`config.mk`:
```
export PLATFORM = sky130hd
export DESIGN_NAME = serial_adder_ctrl
export DESIGN_NICKNAME = d
export VERILOG_FILES = /design/src/rtl/serial_adder_ctrl.sv
export SDC_FILE = /design/constraint.sdc
export NUM_CORES = 1
export LEC_CHECK = 0
export ABC_AREA = 1
export CORE_ASPECT_RATIO = 0.9
export CORE_UTILIZATION = 45
export DETAILED_ROUTE_END_ITERATION = 10
export PLACE_DENSITY = 0.8
export SLEW_MARGIN = 20
export SYNTH_ARGS = -nofsm -noshare
export SYNTH_HDL_FRONTEND = slang
export SYNTH_SLANG_ARGS = --single-unit
```
`constraint.sdc`:
```
create_clock -name clk -period 1.15 [get_ports clk]
set_input_delay 0.345 -clock clk [delete_from_list [all_inputs] [get_ports clk]]
set_output_delay 0.345 -clock clk [all_outputs]
set_load 0.005 [all_outputs]
```
`src/rtl/serial_adder_ctrl.sv`:
```
// Bit-serial adder controller: sequences one Full_adder cell LSB-first over WIDTH-bit operands.
// Optional signed-overflow output ovf is built only when SERIAL_ADDER_OVF_EN is defined.

module serial_adder_ctrl #(
  parameter int WIDTH = 8
) (
  input  logic             clk,
  input  logic             rst,
  input  logic             start,
  input  logic [WIDTH-1:0] a,
  input  logic [WIDTH-1:0] b,
  input  logic             cin,
  output logic             busy,
  output logic             done,
  output logic [WIDTH-1:0] sum,
  output logic             cout
`ifdef SERIAL_ADDER_OVF_EN
  ,
  output logic             ovf
`endif
);

  localparam int CW = $clog2(WIDTH + 1);

  typedef enum logic [1:0] {
    IDLE = 2'd0,
    RUN  = 2'd1,
    DONE = 2'd2
  } state_t;

  state_t           state, state_next;
  logic [WIDTH-1:0] a_sh, b_sh, s_sh;
  logic             carry_q;
  logic [CW-1:0]    cnt;
  logic             cell_sum, cell_carry;
  logic             last_bit;

  Full_adder u_fa (
    .a     (a_sh[0]),
    .b     (b_sh[0]),
    .cin   (carry_q),
    .sum   (cell_sum),
    .carry (cell_carry)
  );

  assign last_bit = (cnt == CW'(WIDTH - 1));
  assign busy     = (state == RUN);
  assign done     = (state == DONE);

  // NOTE: registers use non-blocking assignments so every flop samples pre-edge values.
  always_ff @(posedge clk or posedge rst) begin
    if (rst) state <= IDLE;
    else     state <= state_next;
  end

  // NOTE: state_next gets a default first so no path through the case infers a latch.
  always_comb begin
    state_next = state;
    case (state)
      IDLE:    if (start) state_next = RUN;
      RUN:     if (last_bit) state_next = DONE;
      DONE:    state_next = IDLE;
      default: state_next = IDLE;
    endcase
  end

  always_ff @(posedge clk or posedge rst) begin
    if (rst) begin
      a_sh    <= '0;
      b_sh    <= '0;
      s_sh    <= '0;
      carry_q <= 1'b0;
      cnt     <= '0;
      sum     <= '0;
      cout    <= 1'b0;
`ifdef SERIAL_ADDER_OVF_EN
      ovf     <= 1'b0;
`endif
    end else begin
      case (state)
        IDLE: begin
          if (start) begin
            a_sh    <= a;
            b_sh    <= b;
            carry_q <= cin;
            cnt     <= '0;
          end
        end
        RUN: begin
          a_sh    <= a_sh >> 1;
          b_sh    <= b_sh >> 1;
          s_sh    <= {cell_sum, s_sh[WIDTH-1:1]};
          carry_q <= cell_carry;
          cnt     <= cnt + 1'b1;
          // Result is published straight from the cell on the final bit, not from s_sh.
          if (last_bit) begin
            sum  <= {cell_sum, s_sh[WIDTH-1:1]};
            cout <= cell_carry;
`ifdef SERIAL_ADDER_OVF_EN
            ovf  <= carry_q ^ cell_carry;
`endif
          end
        end
        default: ;
      endcase
    end
  end

endmodule

module Full_adder (
  input  logic a,
  input  logic b,
  input  logic cin,
  output logic sum,
  output logic carry
);
  assign sum   = a ^ b ^ cin;
  assign carry = (a & b) | (cin & (a ^ b));
endmodule

```
==> results by group <==
Clock tree
  • CTS tree: built
  • H-tree levels: 2
  • Root Driver: clkbuf_8
  • Maximum clock path buffer count: 2
  • CTS Hold Bufs: 0
  • Later-pin clock latency in the skew report: 0.29 ns
  • Total CTS buffers: 5
  • # clock sinks: 39
  • Clock-pin slew on the worst setup and hold paths: 0.08 ns

Logic synthesis
  • Post-synth top flop: dfrtp_1
  • Synth area leaders: dfrtp_1 57%, nand2_1 17%, nand3_1 14%, buf_6 2.0%, buf_2 1.5%
  • Cell taking the most area after synthesis: dfrtp_1
  • Synth top cells by count: 75 x nand2_1, 47 x nand3_1, 39 x dfrtp_1
  • Mean Syn Cell Area: slightly below 9 um2
  • Post-synthesis sequential area ratio: 0.573
  • Synth cell types: 19
  • Mapped Nets: about 210
  • Post-synthesis instance total: 192
  • Most common cell in the synthesized netlist: nand2_1
  • Count of state elements after synthesis: 39
  • Post-synth EDFFs: 0
  • Synth top area share: 0.573
  • Synth Cell Area: ~1700 um2
  • YS warnings: 0
  • Ys async rst share: 1.00

Final layout
  • ANT cells: 0
  • Synth-to-Final Area Change: 36.9%
  • FF+latch area: slightly below 1000 um2
  • # fillers: between 200 and 300
  • Nets: between 200 and 300
  • Ratio of cells with drive above 1 in the final layout: 0.215
  • Area of the multi-input gates: about 680 um2
  • Fin cells: between 200 and 300
  • Final Cell Area: 2330 um2

Timing
  • Relative slew slack: 0.795
  • Worst-case clock skew: 0.0130 ns
  • Setup WS post-layout: -0.192 ns
  • Setup TNS Final: -2.64 ns
  • Hold WS: about 0.44 ns
  • Max-slew violation count: 0
  • Fin crit share: 1.17
  • Post-layout min period: approximately 1.3 ns
  • Final setup violation count: 35
  • Fmax achieved: approximately 0.75 GHz
  • Final hold violation count: 0
  • Unrepaired setup endpoints after global routing: yes
  • Slew @ Worst Pin: just over 0.3 ns

Placement
  • Input/output buffers: 30
  • Area after DPL: approximately 2200 um2
  • Placed insts: 272
  • DP HPWL: around 2400 um
  • GPL Wtd Cong: between 0.7 and 0.8

Flow run
  • Max_cap viols: 0

Route
  • Final WL: 4030 um
  • Drt first pass iters: 4
  • DR WL/cell: 14.1 um
  • 1st-iter DRT viols: 70
  • # DRC: 0
  • Final ANT Viol Nets: 0
  • Routed vias/inst: 5.13
  • Vias: roughly 1500

Global routing
  • GRT overflow: 0
  • Tot GR Track Use: 0.204
  • Antenna violations before repair: 0
  • Largest net degree at the start of global routing: 31
  • First-pass GRT wire length: between 5000 and 6000 um
  • Number of global-route vias before repair: around 1300

Die
  • Die ar.: ~4000 um2
  • Row count: 20
  • Die Wd: between 60 and 70 um
  • Core Region: between 3000 and 4000 um2
  • Starting Density: 0.486
  • Die height: around 60 um
  • IO Pins: 31

Min path
  • Min-Delay Path Class: in -> async

Setup path
  • CP Launch Type: flop
  • CP max FO: 3
  • Kind of critical path: reg -> out
  • Worst Path Arrival: 1.00 ns
  • R2R Path Start: state[0]
  • Worst Path Required: roughly 0.81 ns
  • CP startpoint: state[0]
  • Crit-path slowest cell: dfrtp_2
  • Worst path max stage delay: between 0.4 and 0.5 ns
  • Crit. End Element: output port
  • Critical-path cell list: nand2_4 > clkinv_4 > buf_6
  • Cells on worst reg2reg path: 6

Run status
  • Failing checks: setup timing
  • Status: finished with violations

Power and ir drop
  • VDD IR max: around 1.7 mV
  • Lkg Pwr: 0.00116 uW
  • PD cells: about 2400 nW/um2
  • Total power: 5630 uW
[worst max-delay path, delay by kind of cell (launching register included)]
kind | cells | cell delay (ns)
buf+inv | 2 | 0.15
flops | 1 | 0.46
simple gates | 1 | 0.09
[path summary, 6_finish.rpt]
path / end / slack [ns]
max: busy / -0.19
min: cnt[3] / 0.44
max reg2reg: b_sh[4] / -0.13
min reg2reg: cout / 0.48
max in group asynchronous: state[0] / 0.56
min in group clk: cout / 0.48
[through the flow]
step                      worst slack [ns]   util
final                               -0.192  0.666
after detailed placement            -0.328  0.616
after global placement              -0.340  0.616
after floorplan                     0.0338      -
after global routing                -0.221  0.666
after CTS                           -0.207  0.638
[cell usage in the layout, fill, tap and decap left out, drive strengths merged, types with 2 or more instances in the layout]
cell	instances
dfrtp	39
buf	32
clkdlybuf4s50	19
clkbuf	7
nor2	4
nand3	47
clkinv	2
clkinvlp	2
o21ai	4
inv	4
nand2	78
[layer usage]
metal | GRT usage | up-vias | share of wire
met5 | 0 | - | 0
met4 | 0.0729 | 0 | 0.011
met3 | 0.0508 | 5 | 0.041
met2 | 0.319 | 32 | 0.50
met1 | 0.280 | 712 | 0.45
li1 | - | 717 | -
[registers in the layout, indices dropped and copies added, names as in the netlist]
| signal | flops |
|---|---|
| cnt | 4 |
| sum | 8 |
| s_sh | 7 |
| state | 2 |
| b_sh | 8 |
| carry_q | 1 |
| a_sh | 8 |
| cout | 1 |
[timing repair]
action / in CTS / in global routing
resized for setup: 53 / 9
setup endpoints to repair: 39 / 49
cloned: 0 / 2
pin swaps: 2 / 0
setup buffers: 1 / 3
[cells by family (layout without fill, tap and decap cells)]
group / after synthesis / after routing / synth area share
and+or+nand+nor: 130 / 130 / 0.333
DFF: 39 / 39 / 0.573
buffers and inverters: 16 / 66 / 0.0595
AOI/OAI and AO/OA: 5 / 5 / 0.0161
adders and majority gates: 2 / 2 / 0.0191
[area by class of cell]
cell class                      count  area share
Clock buffer                        6      0.0311
Clock inverter                      2     0.00536
Inverter                            6      0.0134
Multi-Input combinational cell    137       0.290
Sequential cell                    39       0.419
Tap cell                           44      0.0236
Timing Repair Buffer               52       0.218
[report_power, final]
| group | total [uW] | internal, uW | leakage, uW | switching [uW] |
|---|---|---|---|---|
| Clock | 890 | 424 | 0.0000412 | 466 |
| Sequential | 2350 | 1960 | 0.000495 | 390 |
| Combinational | 2380 | 1110 | 0.000621 | 1270 |
| Total | 5630 | 3500 | 0.00116 | 2130 |
Note: power is estimated with default switching activity, not from simulation.
